`src/rtl/univ_shift_reg.sv`:
```
// Universal shift register: hold/load/shift/rotate/arith/clear on the falling clock edge, with optional counted bursts.
// Build option: define UNIV_SHIFT_REG_PARITY_EN to add a registered even-parity output of q.
//
// state | meaning
// IDLE  | mode applied directly each edge; start latches mode and count
// RUN   | latched mode applied once per edge until the count runs out
// DONE  | one-cycle completion pulse, then back to IDLE
module univ_shift_reg #(
    parameter int WIDTH = 8,
    parameter int CNTW  = 4
) (
    input  logic             clk,
    input  logic             rst_n,
    input  logic [2:0]       mode,
    input  logic [WIDTH-1:0] d,
    input  logic             sin,
    input  logic             start,
    input  logic [CNTW-1:0]  shift_cnt,
    output logic [WIDTH-1:0] q,
    output logic             sout,
    output logic             busy,
`ifdef UNIV_SHIFT_REG_PARITY_EN
    output logic             parity,
`endif
    output logic             done
);

    localparam logic [1:0] ST_IDLE = 2'd0;
    localparam logic [1:0] ST_RUN  = 2'd1;
    localparam logic [1:0] ST_DONE = 2'd2;

    localparam logic [2:0] MODE_HOLD = 3'b000;
    localparam logic [2:0] MODE_LOAD = 3'b001;
    localparam logic [2:0] MODE_SHL  = 3'b010;
    localparam logic [2:0] MODE_SHR  = 3'b011;
    localparam logic [2:0] MODE_ROL  = 3'b100;
    localparam logic [2:0] MODE_ROR  = 3'b101;
    localparam logic [2:0] MODE_ASR  = 3'b110;
    localparam logic [2:0] MODE_CLR  = 3'b111;

    localparam logic [CNTW-1:0] CNT_ZERO = '0;
    localparam logic [CNTW-1:0] CNT_ONE  = CNTW'(1);

    logic [1:0]       state_q, state_d;
    logic [WIDTH-1:0] q_q, q_d;
    logic             sout_q, sout_d;
    logic [2:0]       mode_q, mode_d;
    logic [CNTW-1:0]  cnt_q, cnt_d;

    logic [2:0]       op_mode;
    logic [WIDTH-1:0] op_q;
    logic             op_sout;

    // The datapath sees the latched mode during a burst and the live mode otherwise.
    always_comb begin
        op_mode = (state_q == ST_RUN) ? mode_q : mode;
        op_q    = q_q;
        op_sout = sout_q;
        case (op_mode)
            MODE_HOLD: begin
                op_q    = q_q;
                op_sout = sout_q;
            end
            MODE_LOAD: op_q = d;
            MODE_SHL: begin
                op_q    = {q_q[WIDTH-2:0], sin};
                op_sout = q_q[WIDTH-1];
            end
            MODE_SHR: begin
                op_q    = {sin, q_q[WIDTH-1:1]};
                op_sout = q_q[0];
            end
            MODE_ROL: begin
                op_q    = {q_q[WIDTH-2:0], q_q[WIDTH-1]};
                op_sout = q_q[WIDTH-1];
            end
            MODE_ROR: begin
                op_q    = {q_q[0], q_q[WIDTH-1:1]};
                op_sout = q_q[0];
            end
            MODE_ASR: begin
                op_q    = {q_q[WIDTH-1], q_q[WIDTH-1:1]};
                op_sout = q_q[0];
            end
            MODE_CLR: op_q = '0;
            default: begin
                op_q    = q_q;
                op_sout = sout_q;
            end
        endcase
    end

    always_comb begin
        state_d = state_q;
        q_d     = q_q;
        sout_d  = sout_q;
        mode_d  = mode_q;
        cnt_d   = cnt_q;
        case (state_q)
            ST_IDLE: begin
                if (start) begin
                    mode_d  = mode;
                    cnt_d   = shift_cnt;
                    state_d = (shift_cnt == CNT_ZERO) ? ST_DONE : ST_RUN;
                end else begin
                    q_d    = op_q;
                    sout_d = op_sout;
                end
            end
            ST_RUN: begin
                q_d    = op_q;
                sout_d = op_sout;
                cnt_d  = cnt_q - CNT_ONE;
                if (cnt_q == CNT_ONE) begin
                    state_d = ST_DONE;
                end
            end
            ST_DONE: state_d = ST_IDLE;
            default: state_d = ST_IDLE;
        endcase
    end

    always_ff @(negedge clk or negedge rst_n) begin
        if (!rst_n) begin
            state_q <= ST_IDLE;
            q_q     <= '0;
            sout_q  <= 1'b0;
            mode_q  <= MODE_HOLD;
            cnt_q   <= '0;
        end else begin
            state_q <= state_d;
            q_q     <= q_d;
            sout_q  <= sout_d;
            mode_q  <= mode_d;
            cnt_q   <= cnt_d;
        end
    end

`ifdef UNIV_SHIFT_REG_PARITY_EN
    logic parity_q, parity_d;

    always_comb begin
        parity_d = ^q_d;
    end

    always_ff @(negedge clk or negedge rst_n) begin
        if (!rst_n) begin
            parity_q <= 1'b0;
        end else begin
            parity_q <= parity_d;
        end
    end

    assign parity = parity_q;
`endif

    assign q    = q_q;
    assign sout = sout_q;
    assign busy = (state_q == ST_RUN);
    assign done = (state_q == ST_DONE);

endmodule

```
`config.mk`:
```
export PLATFORM = sky130hd
export DESIGN_NAME = univ_shift_reg
export DESIGN_NICKNAME = d
export VERILOG_FILES = /design/src/rtl/univ_shift_reg.sv
export SDC_FILE = /design/constraint.sdc
export NUM_CORES = 1
export LEC_CHECK = 0
export CAP_MARGIN = 40
export CORE_MARGIN = 2
export CORE_UTILIZATION = 35
export DETAILED_ROUTE_END_ITERATION = 10
export GPL_ROUTABILITY_DRIVEN = 1
export PLACE_DENSITY = 0.72
export SLEW_MARGIN = 20
export SYNTH_ARGS = -nofsm -noshare
export SYNTH_HDL_FRONTEND = slang
export SYNTH_SLANG_ARGS = --single-unit
```
`constraint.sdc`:
```
create_clock -name clk -period 1.59 [get_ports clk]
set_input_delay 0.2385 -clock clk [delete_from_list [all_inputs] [get_ports clk]]
set_output_delay 0.2385 -clock clk [all_outputs]
set_load 0.03 [all_outputs]
```
After elaboration in Yosys (flattened, before gate mapping)
Index checks and enable logic that the tools add are counted.
- reduce and logical (&&, ||, !) cells: 10
- mux-type cells: 13
- equality and inequality tests: 13
- add/subtract/negate cells: 1
- operators with widths (operator ; number):
    8-bit case mux with 8 select lines ; 1
    8-bit case mux with 2 select lines ; 1
    3-bit equality test, second input constant ; 4
    8-bit 2-to-1 mux ; 1
    4-bit case mux with 2 select lines ; 1
    2-bit AND reduction ; 4
    3-bit by 2-bit equality test with 1-bit output, second input constant ; 2
    2-bit 2-to-1 mux ; 3
    4-bit by 1-bit equality test with 1-bit output, second input constant ; 1
    4-bit zero test ; 1
    4-bit 2-to-1 mux ; 1
    2-bit inequality test, second input constant ; 2
    1-bit case mux with 2 select lines ; 2
    2-bit case mux with 2 select lines ; 1
    4-bit by 1-bit subtractor with 4-bit output, second input constant ; 1
    3-bit by 1-bit equality test with 1-bit output, second input constant ; 1
    3-bit zero test ; 1
    3-bit 2-to-1 mux ; 1
    3-bit OR reduction ; 1
    2-bit by 1-bit equality test with 1-bit output, second input constant ; 1
    2-bit equality test, second input constant ; 1
    2-bit zero test ; 1
    2-bit by 1-bit inequality test with 1-bit output, second input constant ; 1
    2-bit nonzero test ; 1
    2 further kinds ; 2
- bits of input ports: 19
- bits in registers: 18

Longest topological paths before layout
Gate-level depths: netlist of run 1.
- depth in word-level cells: 7
- depth in mapped cells: 8
- gate-level depth less buffers: 6

==> summary.log, run 1 <==
qor: global_route.grt_start_max_net_pins 19
qor: power.power-per-cell-area 2280 mW/mm2
qor: synthesis.synthesis.instances 133
qor: clock_tree.cts_tree done
qor: power.seq_power_share 0.175
qor: drt.wl_per_cell 16.5 um
qor: drt.route.antenna.remaining_nets 0
qor: synthesis.yosysTopAreaCell sky130_fd_sc_hd__dfrtn_1
qor: run.cap_violations 0
qor: power.vdd_drop_max 0.00104 V
qor: global_route.antenna_found_initial 0
qor: placed_design.worst_case_setup_slack_after_placement -1120 ps
qor: clock_tree.clkLatencyLatePin 310 ps
qor: power.netSwitchingPower 2.34 mW
qor: synthesis.postSynthAreaPerCell 9.11 um2
qor: floorplanning.floorplan.initialDensity 0.363
qor: power.design_power_total 5.22 mW
qor: placed_design.place.gp.congestion 0.912
qor: synthesis.mappedNetlistArea 0.00121 mm2
qor: drt.initialDrtViolationCount 75
qor: worst_setup_path.timing.critical_path.required 1350 ps
qor: global_route.first_pass_grt_wire_length 6760 um
qor: synthesis.synth_top_cells_by_count 18 x sky130_fd_sc_hd__dfrtn_1, 17 x sky130_fd_sc_hd__nand2_1, 16 x sky130_fd_sc_hd__nor2_1, 7 x sky130_fd_sc_hd__o21ai_0
qor: synthesis.post_synth_edffs 0
qor: clock_tree.cts_made_buffers 3
qor: floorplanning.floorplan.die.height 62.8 um
qor: power.total_leakage_power 1.04 nW
qor: sta.tightestPinTransition 373 ps
qor: placed_design.dpl.cell_count 239
qor: clock_tree.clk_root_buffer_cell sky130_fd_sc_hd__clkbuf_4
qor: synthesis.fraction_of_the_yosys_area_taken_by_sequential_cells 0.372
qor: synthesis.synthDistinctLibCells 40
qor: sta.final-hold-violation-count 0
qor: status.status finished with violations
qor: final_layout.drive_above_1_share 0.549
qor: final_layout.filler_cell_count 273
qor: worst_setup_path.slowest_stage sky130_fd_sc_hd__dfrtn_1
qor: clock_tree.clk_pin_slew 70 ps
qor: sta.rsz_0062_raised_after_global_routing yes
qor: sta.postLayoutSetupSlackWorst -576 ps
qor: clock_tree.cts_buffer_depth 2
qor: synthesis.synth-main-ff-cell sky130_fd_sc_hd__dfrtn_1
qor: worst_setup_path.cp_cell_sequence buf_6 > nor2b_4 > buf_6
qor: worst_setup_path.critical_path.n_buffers_inverters 2
qor: synthesis.synth.yosys.warnings 0
qor: synthesis.synth_top_area_share 0.372
qor: worst_setup_path.critical-path-max-stage-delay 540 ps
qor: power.power.share.clock 0.059
qor: final_layout.post_layout_nonfiller_instances 261
qor: power.internal-power 2.89 mW
qor: worst_setup_path.path_max_fanout 4
qor: floorplanning.floorplan.die_area 0.00395 mm2
qor: final_layout.synthToLayoutAreaGrowth 88.9%
qor: placed_design.dp_hpwl 2740 um
qor: clock_tree.cts.hold.buffers_added 0
qor: floorplanning.top_level_ports 30
qor: drt.vias_per_cell 5.48
qor: power.pwr-share-comb 0.766
qor: drt.routed-via-count 1430
qor: floorplanning.placeableCoreArea 0.00334 mm2
qor: status.violations setup timing
qor: global_route.first_global_vias 1433
qor: floorplanning.die_w 62.8 um
qor: floorplanning.std_cell_rows 21
qor: sta.report.final.setup_viol 21
qor: global_route.globalRoute.totalOverflow 0
qor: synthesis.post_synthesis_register_bit_count 18
qor: worst_setup_path.critPathKind reg -> out
qor: synthesis.ys_top_cells_by_area sky130_fd_sc_hd__dfrtn_1 37%, sky130_fd_sc_hd__nand2_1 5.3%, sky130_fd_sc_hd__nor2_1 5.0%, sky130_fd_sc_hd__a221oi_1 4.3%, sky130_fd_sc_hd__o31ai_1 3.7%
qor: worst_setup_path.worst_path_dominant_cell_family flip-flops
qor: power.swShare 0.447
qor: final_layout.multi_input_comb_area 936 um2
qor: sta.whs 491 ps
qor: drt.first_pass_iters 4
qor: worst_setup_path.endpoint_kind output port
qor: final_layout.num-nets-final 237
qor: synthesis.synth_most_common_cell sky130_fd_sc_hd__dfrtn_1
qor: sta.slew_violations 0
qor: clock_tree.numClockSinks 18
qor: final_layout.design_area 0.00229 mm2
qor: worst_setup_path.cp_common_cell sky130_fd_sc_hd__buf_6
qor: final_layout.seq_area 450 um2
qor: global_route.track_usage 0.213
qor: worst_hold_path.hold_class reg -> reg
qor: synthesis.postSynthNetCount 154
qor: drt.detail_route.drc_violations 0
qor: worst_setup_path.start_kind flip-flop
qor: synthesis.synth_async_sr_flop_share 1.00
qor: placed_design.detailed_place.area 0.00187 mm2
qor: placed_design.numPortBuffers 29
qor: worst_setup_path.critical_path_arrival 1930 ps
qor: final_layout.n_antenna_cell 0
qor: sta.max_slew_margin 0.746
qor: sta.finClkSkew 9.00 ps
qor: clock_tree.ctsHtreeMaxLevel 1
qor: drt.drt-total-wl 4310 um
## state kept, by name, summed over array words and instances (netlist names)
register  count
mode_q        3
state_q       2
cnt_q         4
q             8
sout          1
## worst paths after layout
path                       slack (ps)       start          to  depth (start not counted)
setup / recovery                 -580  state_q[0]        done                          3
hold / removal                    490    cnt_q[0]    cnt_q[0]                          1
setup reg to reg                 -320  state_q[1]        q[1]                          6
hold reg to reg                   490    cnt_q[0]    cnt_q[0]                          1
max in group asynchronous         480       rst_n  state_q[1]                          2
min in group asynchronous         940       rst_n        q[1]                          2
## through the flow
stage | util | TNS, ps
after floorplan | - | -5380
after global placement | 0.560 | -15280
after detailed placement | 0.560 | -15930
after CTS | 0.643 | -6790
after global routing | 0.686 | -7390
final | 0.686 | -6760
## cells in the final DEF (no fill, tap or decap), types with 2 or more instances in the layout
master and count:
sky130_fd_sc_hd__xor2_1 3, sky130_fd_sc_hd__a32oi_1 3, sky130_fd_sc_hd__buf_6 23, sky130_fd_sc_hd__nand2_4 3
sky130_fd_sc_hd__nand2b_4 2, sky130_fd_sc_hd__buf_8 3, sky130_fd_sc_hd__nor2_2 3, sky130_fd_sc_hd__a22oi_1 2
sky130_fd_sc_hd__ha_1 2, sky130_fd_sc_hd__buf_2 2, sky130_fd_sc_hd__buf_4 40, sky130_fd_sc_hd__nand2_2 2
sky130_fd_sc_hd__o21ai_0 6, sky130_fd_sc_hd__a21oi_1 4, sky130_fd_sc_hd__o21ai_4 2, sky130_fd_sc_hd__clkdlybuf4s50_1 9
sky130_fd_sc_hd__a221oi_2 6, sky130_fd_sc_hd__o21ai_1 2, sky130_fd_sc_hd__xnor2_4 2, sky130_fd_sc_hd__clkbuf_4 3
sky130_fd_sc_hd__nor2_1 13, sky130_fd_sc_hd__a21oi_2 2, sky130_fd_sc_hd__mux2_4 3, sky130_fd_sc_hd__buf_12 3
sky130_fd_sc_hd__o31ai_2 5, sky130_fd_sc_hd__inv_1 3, sky130_fd_sc_hd__a31oi_1 2, sky130_fd_sc_hd__dfrtn_1 18
sky130_fd_sc_hd__nand3_1 4, sky130_fd_sc_hd__nand2_1 12
## power groups by stage
stage / Combinational, mW / Sequential, mW / Clock [mW]
after floorplan: 1.64 / 1.16 / 0
after global placement: 2.93 / 0.869 / 0
after detailed placement: 3.01 / 0.884 / 0
after CTS: 3.57 / 0.905 / 0.307
after global routing: 4.27 / 0.936 / 0.319
final: 4.00 / 0.912 / 0.309
## what timing repair did
action | in CTS | in global routing
hold endpoints to repair | 0 | 0
pin swaps | 18 | 18
cloned | 1 | 1
gates resized for setup | 72 | 26
buffers inserted | 9 | 13
endpoints found under the setup margin | 29 | 22
## routing by layer
| metal | routed length, um | vias up | track usage |
|---|---|---|---|
| li1 | - | 664 | - |
| met1 | 1780 | 705 | 0.259 |
| met2 | 2280 | 49 | 0.394 |
| met3 | 170 | 12 | 0.0306 |
| met4 | 80 | 0 | 0.0500 |
| met5 | 0 | - | 0 |
## cells by family after synthesis
logic type | after synthesis | synth area share
simple gates | 48 | 0.183
compound gates | 42 | 0.274
flops | 18 | 0.372
buf+inv | 11 | 0.0496
mux | 7 | 0.0651
xor+xnor | 5 | 0.0362
fa+ha+maj | 2 | 0.0207
## final cells by class
type / instances / share of cell area
flip-flops and latches: 18 / 0.197
inverters: 5 / 0.00929
well taps: 46 / 0.0252
multi-input cells: 106 / 0.409
clock buffers: 4 / 0.0159
repair buffers: 82 / 0.344
Power figures use the tool's default switching activity.
==> inputs of run 2 (changes only) <==
--- a/config.mk
+++ b/config.mk
@@ -6,11 +6,13 @@
 export NUM_CORES = 1
 export LEC_CHECK = 0
 export CAP_MARGIN = 40
+export CELL_PAD_IN_SITES_DETAIL_PLACEMENT = 0
+export CELL_PAD_IN_SITES_GLOBAL_PLACEMENT = 1
 export CORE_MARGIN = 2
-export CORE_UTILIZATION = 35
+export CORE_UTILIZATION = 33
 export DETAILED_ROUTE_END_ITERATION = 10
 export GPL_ROUTABILITY_DRIVEN = 1
-export PLACE_DENSITY = 0.72
+export PLACE_DENSITY = 0.86
 export SLEW_MARGIN = 20
 export SYNTH_ARGS = -nofsm -noshare
 export SYNTH_HDL_FRONTEND = slang
==> run 2 against run 1 <==
Compared with the run above:
- the flow still finishes with violations (setup timing)
- flip-flop and latch count stayed put
- cell count grew 0.38%
- critical path depth unchanged
- largest cell class unchanged
- highest routed layer unchanged
==> summary.log, run 2 (same netlist as run 1, synthesis figures left out) <==
qor: status.status finished with violations [unchanged]
qor: status.violations setup timing [unchanged]
qor: drt.routed-via-count 1382 [was 1430]
qor: power.internal-power 2.87 mW [was 2.89 mW]
qor: clock_tree.cts_buffer_depth 2 [unchanged]
qor: sta.final-hold-violation-count 0 [unchanged]
qor: global_route.antenna_found_initial 0 [unchanged]
qor: drt.detail_route.drc_violations 0 [unchanged]
qor: final_layout.synthToLayoutAreaGrowth 85.3% [was 88.9%]
qor: floorplanning.die_w 64.6 um [was 62.8 um]
qor: final_layout.largest_register_ffs 8 [unchanged]
qor: global_route.globalRoute.totalOverflow 0 [unchanged]
qor: worst_setup_path.worstRegToRegCells 8 [was 6]
qor: drt.wl_per_cell 15.0 um [was 16.5 um]
qor: final_layout.layout.cells.most_common_list 42 x sky130_fd_sc_hd__buf_4, 23 x sky130_fd_sc_hd__buf_6, 18 x sky130_fd_sc_hd__dfrtn_1 [was 40 x sky130_fd_sc_hd__buf_4, 23 x sky130_fd_sc_hd__buf_6, 18 x sky130_fd_sc_hd__dfrtn_1]
qor: worst_hold_path.hold_path_depth 1 [unchanged]
qor: sta.tightestPinTransition 617 ps [was 373 ps]
qor: global_route.first_global_vias 1378 [was 1433]
qor: placed_design.dpl.cell_count 243 [was 239]
qor: drt.first_pass_iters 4 [unchanged]
qor: placed_design.numPortBuffers 29 [unchanged]
qor: worst_hold_path.hold_class reg -> reg [unchanged]
qor: sta.slew_violations 0 [unchanged]
qor: floorplanning.top_level_ports 30 [unchanged]
qor: worst_setup_path.cp_common_cell sky130_fd_sc_hd__buf_6 [unchanged]
qor: final_layout.final_core_util 0.622 [was 0.686]
qor: sta.finClkSkew 1.31 ps [was 9.00 ps]
qor: run.cap_violations 0 [unchanged]
qor: worst_setup_path.critical_path_arrival 1870 ps [was 1930 ps]
qor: power.power-per-cell-area 2270 mW/mm2 [was 2280 mW/mm2]
qor: floorplanning.floorplan.initialDensity 0.336 [was 0.363]
qor: power.seq_power_share 0.177 [was 0.175]
qor: floorplanning.floorplan.die.height 64.6 um [was 62.8 um]
qor: drt.vias_per_cell 5.27 [was 5.48]
qor: final_layout.design_area 0.00224 mm2 [was 0.00229 mm2]
qor: worst_setup_path.cp_cell_sequence buf_6 > nor2b_4 > buf_6 [unchanged]
qor: clock_tree.clk_pin_slew 50 ps [was 70 ps]
qor: floorplanning.placeableCoreArea 0.00361 mm2 [was 0.00334 mm2]
qor: worst_setup_path.reg2reg_to q[0] [was q[1]]
qor: worst_setup_path.start_kind flip-flop [unchanged]
qor: final_layout.final_common_cell sky130_fd_sc_hd__buf_4 [unchanged]
qor: worst_setup_path.timing.critical_path.required 1350 ps [about the same]
qor: final_layout.num-nets-final 237 [unchanged]
qor: worst_hold_path.worst_case_hold_path_end_point cnt_q[0] [unchanged]
qor: clock_tree.cts_made_buffers 3 [unchanged]
qor: final_layout.drive_above_1_share 0.514 [was 0.549]
qor: placed_design.detailed_place.area 0.00187 mm2 [about the same]
qor: worst_setup_path.slowest_stage sky130_fd_sc_hd__dfrtn_1 [unchanged]
qor: sta.rsz_0062_raised_after_global_routing yes [unchanged]
qor: placed_design.place.gp.congestion 0.940 [was 0.912]
qor: final_layout.filler_cell_count 291 [was 273]
qor: clock_tree.cts_tree done [unchanged]
qor: worst_setup_path.critical_path.reg2reg.startpoint state_q[0] [was state_q[1]]
qor: worst_setup_path.critPathKind reg -> out [unchanged]
qor: worst_setup_path.endpoint_kind output port [unchanged]
qor: power.pwr-share-comb 0.758 [was 0.766]
qor: global_route.track_usage 0.197 [was 0.213]
qor: drt.drt-total-wl 3920 um [was 4310 um]
qor: worst_setup_path.path_max_fanout 4 [unchanged]
qor: global_route.grt_start_max_net_pins 19 [unchanged]
qor: global_route.first_pass_grt_wire_length 6520 um [was 6760 um]
qor: power.power.share.clock 0.066 [was 0.059]
qor: power.total_leakage_power 1.03 nW [was 1.04 nW]
qor: drt.detail_route.wirelength.met1 1690 um [was 1780 um]
qor: sta.report.final.setup_viol 21 [unchanged]
qor: clock_tree.ctsHtreeMaxLevel 1 [unchanged]
qor: clock_tree.clkLatencyLatePin 270 ps [was 310 ps]
qor: power.swShare 0.437 [was 0.447]
qor: sta.tns -6480 ps [was -6760 ps]
qor: final_layout.n_antenna_cell 0 [unchanged]
qor: final_layout.post_layout_nonfiller_instances 262 [was 261]
qor: sta.postLayoutSetupSlackWorst -515 ps [was -576 ps]
qor: drt.wl_met3 185 um [was 170 um]
qor: drt.initialDrtViolationCount 92 [was 75]
qor: drt.met2RoutedLength 1980 um [was 2280 um]
qor: sta.whs 449 ps [was 491 ps]
qor: drt.top_layer met4 [unchanged]
qor: power.vdd_drop_max 0.000851 V [was 0.00104 V]
qor: floorplanning.floorplan.die_area 0.00417 mm2 [was 0.00395 mm2]
qor: floorplanning.std_cell_rows 22 [was 21]
qor: drt.route.antenna.remaining_nets 0 [unchanged]
qor: clock_tree.numClockSinks 18 [unchanged]
qor: clock_tree.clk_root_buffer_cell sky130_fd_sc_hd__clkbuf_8 [was sky130_fd_sc_hd__clkbuf_4]
qor: worst_setup_path.critical-path-max-stage-delay 510 ps [was 540 ps]
qor: placed_design.dp_hpwl 2590 um [was 2740 um]
qor: worst_hold_path.hp-start cnt_q[0] [unchanged]
qor: power.netSwitchingPower 2.22 mW [was 2.34 mW]
qor: sta.max_slew_margin 0.587 [was 0.746]
qor: worst_setup_path.r2r_setup_slack -360 ps [was -320 ps]
-- run 2: cell count changes in the layout (fill, tap and decap cells not counted), sizes merged --
cell	delta
buf	+1
clkbuf	-1
o21ai	-1
-- run 2: layout make-up --
cell class | count | area [um2] | area share
multi-input combinational | 105 | 900 | 0.401
timing repair buffer | 83 | 772 | 0.344
sequential | 18 | 450 | 0.201
tap | 48 | 60.1 | 0.0268
clock buffer | 3 | 41.3 | 0.0184
inverter | 5 | 21.3 | 0.00948
-- run 2: metal layers --
metal,vias to the layer above,GRT usage
met5,-,0
met4,0,0.0505
met3,7,0.0330
met2,60,0.355
met1,656,0.244
li1,659,-
-- run 2: worst max path at each step --
stage | from | endpoint | slack, ps | cells past startpoint
after detailed placement | mode[1] | q[3] | -1150 | 7
after CTS | state_q[0] | done | -520 | 3
after global placement | mode[1] | q[4] | -1090 | 7
after floorplan | mode[1] | q[7] | -520 | 5
after global routing | state_q[0] | done | -550 | 3
final | state_q[0] | done | -510 | 3
-- run 2: repair_timing --
item / 4_1_cts / 5_1_grt
cloned: 1 / 0
hold buffers: 0 / 0
buffers inserted: 14 / 4
setup endpoints to repair: 29 / 22
resized for setup: 79 / 12
pin swaps: 17 / 15
-- run 2: per-stage QoR --
stage	setup slack (ps)	total power, mW
global route	-545	5.38
CTS	-516	4.85
floorplan	-525	2.80
global placement	-1090	3.85
detailed placement	-1150	3.92
finish	-515	5.09
-- run 2: worst max-delay path: cells and delay by family (launching register included) --
family / cells / cell delay, ps
buffers and inverters: 2 / 260
and+or+nand+nor: 1 / 30
DFF: 1 / 510
-- run 2: power by group through the flow --
| stage | clock network [mW] | registers [mW] | logic (mW) |
|---|---|---|---|
| floorplan | 0 | 1.16 | 1.64 |
| global placement | 0 | 0.870 | 2.98 |
| detailed placement | 0 | 0.879 | 3.04 |
| CTS | 0.337 | 0.899 | 3.62 |
| global route | 0.357 | 0.926 | 4.10 |
| finish | 0.335 | 0.899 | 3.85 |
